--- config.mk ---
export PLATFORM = sky130hd
export DESIGN_NAME = clk_div_ctrl
export DESIGN_NICKNAME = d
export VERILOG_FILES = /design/src/rtl/clk_div_ctrl.sv
export SDC_FILE = /design/constraint.sdc
export NUM_CORES = 1
export LEC_CHECK = 0
export ABC_CLOCK_PERIOD_IN_PS = 2940
export CAP_MARGIN = 10
export CORE_MARGIN = 3
export CORE_UTILIZATION = 49
export DETAILED_ROUTE_END_ITERATION = 12
export DONT_BUFFER_PORTS = 1
export GPL_ROUTABILITY_DRIVEN = 0
export PLACE_DENSITY_LB_ADDON = 0.15
export SETUP_SLACK_MARGIN = 0.5
export SYNTH_ARGS = -nofsm -noshare
export SYNTH_HDL_FRONTEND = slang
export SYNTH_SLANG_ARGS = --single-unit
--- constraint.sdc ---
create_clock -name clk_in -period 2.94 [get_ports clk_in]
set_clock_uncertainty 0.2 [all_clocks]
set_input_delay 0.294 -clock clk_in [delete_from_list [all_inputs] [get_ports clk_in]]
set_output_delay 0.294 -clock clk_in [all_outputs]
set_load 0.01 [all_outputs]
--- src/rtl/clk_div_ctrl.sv ---
// Run-time programmable clock-divider controller: modulo-N period counter with
// boundary-aligned divisor changes and graceful start/stop.
module clk_div_ctrl #(
    parameter int unsigned CW        = 4,
    parameter int unsigned DEFAULT_N = 5
) (
    input  logic          clk_in,
    input  logic          rst,
    input  logic          en,
    input  logic          cfg_valid,
    input  logic [CW-1:0] cfg_n,
    output logic          cfg_ready,
    output logic          cfg_err,
    output logic [CW-1:0] cur_n,
    output logic [CW-1:0] count,
    output logic          running,
    output logic          tick,
    output logic          div_out
);

    typedef enum logic [0:0] {StStop, StRun} state_e;

    state_e        state_q, state_d;
    logic [CW-1:0] count_q, count_d;
    logic [CW-1:0] cur_n_q, cur_n_d;
    logic [CW-1:0] pend_n_q, pend_n_d;
    logic          pending_q, pending_d;
    logic          cfg_err_q, cfg_err_d;

    logic          accept;
    logic          wrap;
    logic [CW:0]   last_cnt;
    logic [CW:0]   half_n;

    // Extra bit keeps N = 2^CW-1 from overflowing in the compares.
    assign last_cnt = {1'b0, cur_n_q} - (CW+1)'(1);
    assign half_n   = ({1'b0, cur_n_q} + (CW+1)'(1)) >> 1;
    assign wrap     = (state_q == StRun) && ({1'b0, count_q} == last_cnt);
    assign accept   = cfg_valid && !pending_q;

    always_comb begin
        state_d   = state_q;
        count_d   = count_q;
        cur_n_d   = cur_n_q;
        pend_n_d  = pend_n_q;
        pending_d = pending_q;
        cfg_err_d = 1'b0;

        unique case (state_q)
            StStop: begin
                count_d = '0;
                if (en) begin
                    state_d = StRun;
                end
            end
            StRun: begin
                if (wrap) begin
                    count_d = '0;
                    if (!en) begin
                        state_d = StStop;
                    end
                    if (pending_q) begin
                        cur_n_d   = pend_n_q;
                        pending_d = 1'b0;
                    end
                end else begin
                    count_d = count_q + CW'(1);
                end
            end
            default: begin
                state_d = StStop;
                count_d = '0;
            end
        endcase

        if (accept) begin
            if (cfg_n < CW'(2)) begin
                cfg_err_d = 1'b1;
            end else if (state_q == StStop) begin
                cur_n_d = cfg_n;
            end else begin
                pend_n_d  = cfg_n;
                pending_d = 1'b1;
            end
        end
    end

    always_ff @(posedge clk_in) begin
        if (rst) begin
            state_q   <= StStop;
            count_q   <= '0;
            cur_n_q   <= CW'(DEFAULT_N);
            pend_n_q  <= '0;
            pending_q <= 1'b0;
            cfg_err_q <= 1'b0;
        end else begin
            state_q   <= state_d;
            count_q   <= count_d;
            cur_n_q   <= cur_n_d;
            pend_n_q  <= pend_n_d;
            pending_q <= pending_d;
            cfg_err_q <= cfg_err_d;
        end
    end

    assign running   = (state_q == StRun);
    assign cfg_ready = !pending_q;
    assign cfg_err   = cfg_err_q;
    assign cur_n     = cur_n_q;
    assign count     = count_q;
    assign tick      = running && (count_q == '0);
    assign div_out   = running && ({1'b0, count_q} < half_n);

endmodule

### Yosys cells after proc, flatten, opt, wreduce, memory -nomap -nowiden

Index checks and enable logic that the tools add are counted.

| storage, ports and cells | value |
|---|---|
| flip-flop bits (word level) | 15 |
| output and inout port bits | 13 |

| operators by class | value |
|---|---|
| add/sub/neg operators | 3 |
| order comparisons | 2 |
| equal/unequal tests | 1 |
| muxes and demuxes | 17 |
| bitwise gates (word level) | 3 |
| reduce and logical (&&, ||, !) cells | 8 |

Operator list:

| operator | number |
|---|---|
| $mux 4 | 7 |
| $mux 1 | 8 |
| $pmux 4 s2 | 1 |
| $add 4x1->5 const B | 1 |
| $eq 4x5->1 | 1 |
| $sub 4x1->5 const B | 1 |
| $add 4x1->4 const B | 1 |
| $logic_and 1x1->1 | 4 |
| $logic_not 4->1 | 1 |
| $lt 4x2->1 const B | 1 |
| $lt 4x4->1 | 1 |
| $not 1->1 | 3 |
| $reduce_and 3->1 | 1 |
| $pmux 1 s2 | 1 |
| $reduce_or 2->1 | 1 |
| $logic_not 1->1 | 1 |

### Depth between registers and ports, before layout

Gate-level depths: netlist (run 1).

| depth | value |
|---|---|
| word-level depth | 8 |
| depth in mapped cells | 8 |

### Worst setup path before layout (run 1)

OpenSTA, ideal clock, no wires.

| timing | value |
|---|---|
| kind | register to register |
| from | register cur_n_q[0], in the netlist cur_n[0] |
| to | register cur_n_q[3], in the netlist cur_n[3] |
| setup time | 0.086 ns |
| data arrival time | 2.102 ns |
| data required time | 2.654 ns |
| slack | 0.553 ns |
| cell stages (with the launch flop) | 9 |
| period minus slack after synthesis | 2.387 ns |
| cell sequence | dfxtp_1 -> inv_1 -> ha_1 -> xnor2_1 -> a211o_1 -> or4_1 -> buf_2 -> mux2i_1 -> a211oi_1 |

| on the way | value |
|---|---|
| cells in the longest elaborated chain, start to end | 8 |

Ends and longest elaborated chain:

| what | RTL line | text |
|---|---|---|
| start, declared | 25 | `logic [CW-1:0] cur_n_q, cur_n_d;` |
| start signal, assigned | 92 | `cur_n_q <= CW'(DEFAULT_N);` |
| start signal, assigned | 99 | `cur_n_q <= cur_n_d;` |
| $sub 4x1->5 (*) | 36 | `assign last_cnt = {1'b0, cur_n_q} - (CW+1)'(1);` |
| $eq 4x5->1 (*) | 38 | `assign wrap = (state_q == StRun) && ({1'b0, count_q} == last_cnt);` |
| $logic_and 1x1->1 (*) | 38 |  |
| $mux 4 (*) | 57 | `if (wrap) begin` |
| $mux 4 (*) | 49 | `unique case (state_q)` |
| $mux 4 | 79 | `end else if (state_q == StStop) begin` |
| $mux 4 | 77 | `if (cfg_n < CW'(2)) begin` |
| $mux 4 (*) | 76 | `if (accept) begin` |

Every way passes the cells marked *; elsewhere a longest branch is shown, timed or not.
A chain may end at the register's enable or synchronous reset.

### Final worst setup path (run 1)

| timing | value |
|---|---|
| from | register cur_n_q[0], in the netlist cur_n[0] |
| to | output port div_out |

| on the way | value |
|---|---|
| cells in the longest elaborated chain, start to end | 3 |

Ends and longest elaborated chain:

| what | RTL line | text |
|---|---|---|
| $add 4x1->5 | 37 | `assign half_n = ({1'b0, cur_n_q} + (CW+1)'(1)) >> 1;` |
| $lt 4x4->1 | 112 | `assign div_out = running && ({1'b0, count_q} < half_n);` |
| $logic_and 1x1->1 | 112 |  |
| end, declared | 18 | `output logic div_out` |

No other way between the ends.

==> impl_metrics.env, run 1 <==
export IMPL_ant_nets=0
export IMPL_hold_ws_ns=0.0262
export IMPL_startpoint_type="flop"
export IMPL_h_tree_depth=1
export IMPL_placed_cells=109
export IMPL_drive_gt1_share_pct=12.6
export IMPL_final_setup_viol_count=0
export IMPL_cts_buffers=3
export IMPL_pwr_share_clk_pct=25.5
export IMPL_hold_violations=0
export IMPL_wl_per_cell_um=14.6
export IMPL_clock_path_buffers=2
export IMPL_netSwitchingFraction_pct=29.8
export IMPL_synth_seq_cells=15
export IMPL_setup_tns_ns=0
export IMPL_p_seq_share_pct=52.4
export IMPL_wl_um=1740
export IMPL_async_reset_ff_share_pct=0
export IMPL_clk_pin_slew_ns=0.09
export IMPL_place_area_um2=855
export IMPL_required_ns=2.45
export IMPL_grt_first_pass_wirelength_um=2820
export IMPL_cap_violations=0
export IMPL_synth_mux_area_share_pct=5.91
export IMPL_grt_use_met1_pct=23.8
export IMPL_syn_num_nets=111
export IMPL_seq_area_frac_synth_pct=35.5
export IMPL_ys_warn_count=0
export IMPL_area_growth_pct=14.5
export IMPL_grt_use_met2_pct=27.0
export IMPL_synth_compound_area_share_pct=9.75
export IMPL_first_global_vias=649
export IMPL_post_layout_total_power_uw=454
export IMPL_rsz0062_at_grt="yes"
export IMPL_synth_xor_area_share_pct=10.3
export IMPL_antenna_found_initial=0
export IMPL_synth_top_family_by_area="simple AND/OR/NAND/NOR gates"
export IMPL_final_net_count=119
export IMPL_cp_arrival_ns=1.92
export IMPL_globalRouteTotalUtil_pct=17.8
export IMPL_fp_dieH_um=47.6
export IMPL_stdcell_area_um2=970
export IMPL_internal_power_uw=319
export IMPL_dieArea_um2=2260
export IMPL_grt_busiest_layer="met2"
export IMPL_rows=14
export IMPL_slew_headroom_pct=65.1
export IMPL_crit_type="flop to output port"
export IMPL_overflow=0
export IMPL_port_buffers=0
export IMPL_crit_path_end_kind="output port"
export IMPL_start_util_pct=54.3
export IMPL_final_cells=119
export IMPL_fmax_mhz=414
export IMPL_drcViolationCount=0
export IMPL_min_period_over_period_pct=82.1
export IMPL_cts_sinks=15
export IMPL_synth_ff_type="dfxtp_1"
export IMPL_outcome="finished, final reports clean"
export IMPL_viasPerCell=5.56
export IMPL_hold_class="primary input to flop"
export IMPL_cts_root_buffer="clkbuf_4"
export IMPL_power_leakage_uw=0.000398
export IMPL_switching_power_uw=135
export IMPL_io_pins=21
export IMPL_period_needed_ns=2.41
export IMPL_diodes=0
export IMPL_drt_pass1_iterations=3
export IMPL_synth_fa_ha_area_share_pct=10.3
export IMPL_synthCells=96
export IMPL_dp_hpwl_um=1250
export IMPL_drtIter0Drc=8
export IMPL_route_vias_total=662
export IMPL_p_per_area_nw_per_um2=469
export IMPL_critPathMaxFanout=6
export IMPL_post_cts_buffers=0
export IMPL_ir_drop_mv=0.372
export IMPL_clk_latency_ns=0.28
export IMPL_grt_max_degree=12
export IMPL_pwr_share_comb_pct=22.1
export IMPL_die_x_um=47.6
export IMPL_grt_use_met3_pct=7.89
export IMPL_yosysUniqueCellTypes=30
export IMPL_cts_tree="yes"
export IMPL_drv_slew=0
export IMPL_core_um2=1560
export IMPL_worst_pin_slew_ns=0.516
export IMPL_synth_simple_gate_area_share_pct=21.9
export IMPL_synth_edf_count=0
export IMPL_postSynthAreaPerCell_um2=8.82
export IMPL_syn_area_um2=847
## worst max-delay path, cell delays in order, from the launching register on
cell and delay [ns]:
dfxtp_2 0.33, buf_6 0.14, ha_4 0.16, xnor2_1 0.12, ha_1 0.27, a21boi_1 0.13
o21a_1 0.16, o21ai_1 0.11, and3b_2 0.22
## cell usage after synthesis, types with 2 or more instances
cell / instances / area share [%]
dfxtp_1: 15 / 35
nor2_1: 11 / 4.9
xnor2_1: 8 / 8.3
ha_1: 7 / 10
inv_1: 7 / 3.1
nor3_1: 7 / 4.1
mux2i_1: 5 / 5.9
a211oi_1: 4 / 3.5
nand3_1: 4 / 2.4
nand2_1: 3 / 1.3
a21oi_1: 2 / 1.2
clkbuf_1: 2 / 0.89
nor4_1: 2 / 1.5
o21ai_0: 2 / 1.2
xor2_1: 2 / 2.1
## cells by family after synthesis
logic type | after synthesis
flops | 15
compound gates | 12
buf+inv | 12
mux | 5
simple gates | 35
fa+ha+maj | 7
xor+xnor | 10
## state kept, by name, indices dropped and copies added, names as in the netlist
| name | flops |
|---|---|
| cfg_err | 1 |
| running | 1 |
| count | 4 |
| pend_n_q | 4 |
| pending_q | 1 |
| cur_n | 4 |
## power by group through the flow
stage / Clock, uW / Sequential, uW / Combinational (uW)
after floorplan: 0 / 237 / 75.7
after global placement: 0 / 242 / 85.0
after detailed placement: 0 / 242 / 86.0
after CTS: 120 / 237 / 99.9
after global routing: 127 / 240 / 113
final: 116 / 238 / 100
## layout make-up
type / count / area (um2)
multi-input cells: 69 / 510
clock buffers: 4 / 26.3
well taps: 16 / 20.0
fillers: 148 / 589
inverters: 7 / 26.3
flip-flops and latches: 15 / 304
repair buffers: 8 / 82.6
## final timing paths
kind          startpoint     endpoint  slack [ns]  cells after the start
max             cur_n[0]      div_out        0.53                      8
min            cfg_valid      cfg_err        0.03                      2
max reg2reg     cur_n[0]     cur_n[1]        0.68                      7
min reg2reg  pend_n_q[2]  pend_n_q[2]        0.31                      2
## metrics by stage
step	util (%)	worst slack (ns)
after CTS	61.8	0.483
after floorplan	-	0.553
after detailed placement	54.8	0.605
after global routing	62.2	0.440
after global placement	54.8	0.611
final	62.2	0.526
## routing by layer
layer	vias to the layer above	wire, um
met5	-	0
met4	0	4
met3	2	123
met2	18	767
met1	296	844
li1	346	-
## repair_timing
| item | in CTS | in global routing |
|---|---|---|
| endpoints found under the setup margin | 1 | 3 |
| hold endpoints to repair | 9 | 0 |
| hold buffers | 6 | 0 |
| pin swaps | 1 | 1 |
| resized for setup | 8 | 3 |
## cell usage in the layout (no fill, tap or decap), drive strengths merged, types with 3 or more instances in the layout
cell type / n
nand3: 4
clkbuf: 4
mux2i: 5
nor3: 8
ha: 7
nor2: 11
dfxtp: 15
xnor2: 8
inv: 7
nand2: 3
dlygate4sd3: 6
a211oi: 4
Note: power is estimated with default switching activity, not from simulation.
==> run 2: changes to the inputs <==
Settings changed: ABC_CLOCK_PERIOD_IN_PS 2940 to 2400.
Clock period 2.94 ns to 2.4 ns, I/O delays scaled along.
==> run 2 against run 1 <==
  * The flow now finishes with violations (hold timing)
  * Worst hold slack got worse by 0.057 ns
  * First-iteration DRC count rose by 100%
  * Sequential share of layout area fell by 3.2 points
  * Largest cell class unchanged
  * Largest power group unchanged
==> impl_metrics.env, run 2 (synthesis results as in run 1) <==
export IMPL_wl_per_cell_um=15.9
export IMPL_crit_family="adder cells"
export IMPL_fin_util_pct=70.1
export IMPL_clk_pin_slew_ns=0.09
export IMPL_final_net_count=123
export IMPL_place_area_um2=890
export IMPL_rsz0062_at_grt="yes"
export IMPL_placed_cells=111
export IMPL_cp_arrival_ns=1.86
export IMPL_cts_tree="yes"
export IMPL_hold_violations=1
export IMPL_ant_nets=0
export IMPL_drcViolationCount=0
export IMPL_ir_drop_mv=0.445
export IMPL_path_depth=7
export IMPL_crit_path_end_kind="output port"
export IMPL_dp_hpwl_um=1250
export IMPL_core_um2=1560
export IMPL_fp_dieH_um=47.6
export IMPL_first_global_vias=707
export IMPL_grt_max_degree=12
export IMPL_violations="hold timing"
export IMPL_drt_pass1_iterations=4
export IMPL_area_growth_pct=29.1
export IMPL_worstHoldPathCells=2
export IMPL_critPathMaxFanout=7
export IMPL_required_ns=1.96
export IMPL_clock_path_buffers=2
export IMPL_final_cells=123
export IMPL_startpoint_type="flop"
export IMPL_period_needed_ns=2.30
export IMPL_final_setup_viol_count=0
export IMPL_grt_first_pass_wirelength_um=3060
export IMPL_slew_headroom_pct=42.4
export IMPL_final_cell_mix="13 x dfxtp_1, 11 x nor2_1, 7 x dlygate4sd3_1, 6 x xnor2_1"
export IMPL_hold_ws_ns=-0.0312
export IMPL_worst_pin_slew_ns=0.857
export IMPL_overflow=0
export IMPL_clk_latency_ns=0.29
export IMPL_final_common_cell="dfxtp_1"
export IMPL_ff2ff_path_depth=7
export IMPL_cts_root_buffer="clkbuf_4"
export IMPL_globalRouteTotalUtil_pct=19.2
export IMPL_hold_class="primary input to flop"
export IMPL_antenna_found_initial=0
export IMPL_wl_um=1960
export IMPL_drv_slew=0
export IMPL_dieArea_um2=2260
export IMPL_die_x_um=47.6
export IMPL_io_pins=21
export IMPL_stdcell_area_um2=1090
export IMPL_worst_path_buf_inv=0
export IMPL_outcome="finished with violations"
export IMPL_power_leakage_uw=0.000436
export IMPL_drtIter0Drc=16
export IMPL_path_cells="ha_4 -> xnor2_2 -> ha_1 -> a21boi_1 -> o21a_1 -> o21ai_1 -> and3b_2"
export IMPL_start_util_pct=54.3
export IMPL_cts_sinks=15
export IMPL_route_vias_total=713
export IMPL_viasPerCell=5.80
export IMPL_p_per_area_nw_per_um2=550
export IMPL_min_period_over_period_pct=95.8
export IMPL_fill_cells=124
export IMPL_crit_type="flop to output port"
export IMPL_slowest_stage="dfxtp_4"
export IMPL_drive_gt1_share_pct=26.2
export IMPL_cpPeakStageDelay_ns=0.40
export IMPL_cts_buffers=3
export IMPL_h_tree_depth=1
export IMPL_cap_violations=0
export IMPL_port_buffers=0
export IMPL_rows=14
export IMPL_fmax_mhz=435
export IMPL_diodes=0
[run 2: power breakdown]
group	switching [uW]	total (uW)	leakage, uW	internal [uW]
clock	86.4	151	0.0000183	64.3
sequential	28.8	293	0.000123	265
combinational	79.8	157	0.000294	77.3
[run 2: final cells by class]
type	count	area [um2]	area share (%)
clock inverters	1	6.26	0.572
multi-input cells	69	603	55.1
inverters	7	26.3	2.40
well taps	16	20.0	1.83
flip-flops and latches	15	308	28.1
clock buffers	3	22.5	2.06
repair buffers	12	108	9.84
[run 2: final timing paths]
check / slack [ns] / to / startpoint
max: 0.10 / div_out / cur_n[0]
min: -0.03 / cur_n[0] / rst
max reg2reg: 0.11 / cur_n[1] / cur_n[1]
min reg2reg: 0.31 / pend_n_q[3] / pend_n_q[3]
[run 2: stage by stage]
step | setup TNS (ns) | power (uW) | setup WS [ns] | hold slack [ns]
floorplan | 0 | 387 | 0.222 | 0.174
global placement | 0 | 407 | 0.122 | 0.106
detailed placement | 0 | 409 | 0.104 | 0.110
CTS | 0 | 587 | 0.0982 | 0.0126
global route | -0.00354 | 643 | -0.00354 | 0.0000629
finish | 0 | 601 | 0.101 | -0.0312
[run 2: layer usage]
layer / wire length (um) / part of all wire (%) / global-route usage, % / up-vias
li1: - / - / - / 357
met1: 920 / 47 / 25.8 / 331
met2: 900 / 46 / 29.7 / 19
met3: 98 / 5.0 / 6.39 / 6
met4: 42 / 2.1 / 4.84 / 0
met5: 0 / 0 / 0 / -
[run 2: what timing repair did]
item,4_1_cts,5_1_grt
cloned,0,0
buffers inserted,1,0
setup endpoints to repair,10,14
pin swaps,3,0
hold buffers,7,0
hold endpoints to repair,14,0
gates resized for setup,11,8
[run 2: worst reg2reg max path, delay by kind of cell, from the launching register on]
kind / cells / cell delay (ns)
AOI/OAI and AO/OA: 2 / 0.48
muxes: 1 / 0.17
DFF: 1 / 0.42
xor gates and xnor gates: 1 / 0.13
buffers and inverters: 1 / 0.06
and+or+nand+nor: 1 / 0.51
adders and majority gates: 1 / 0.24
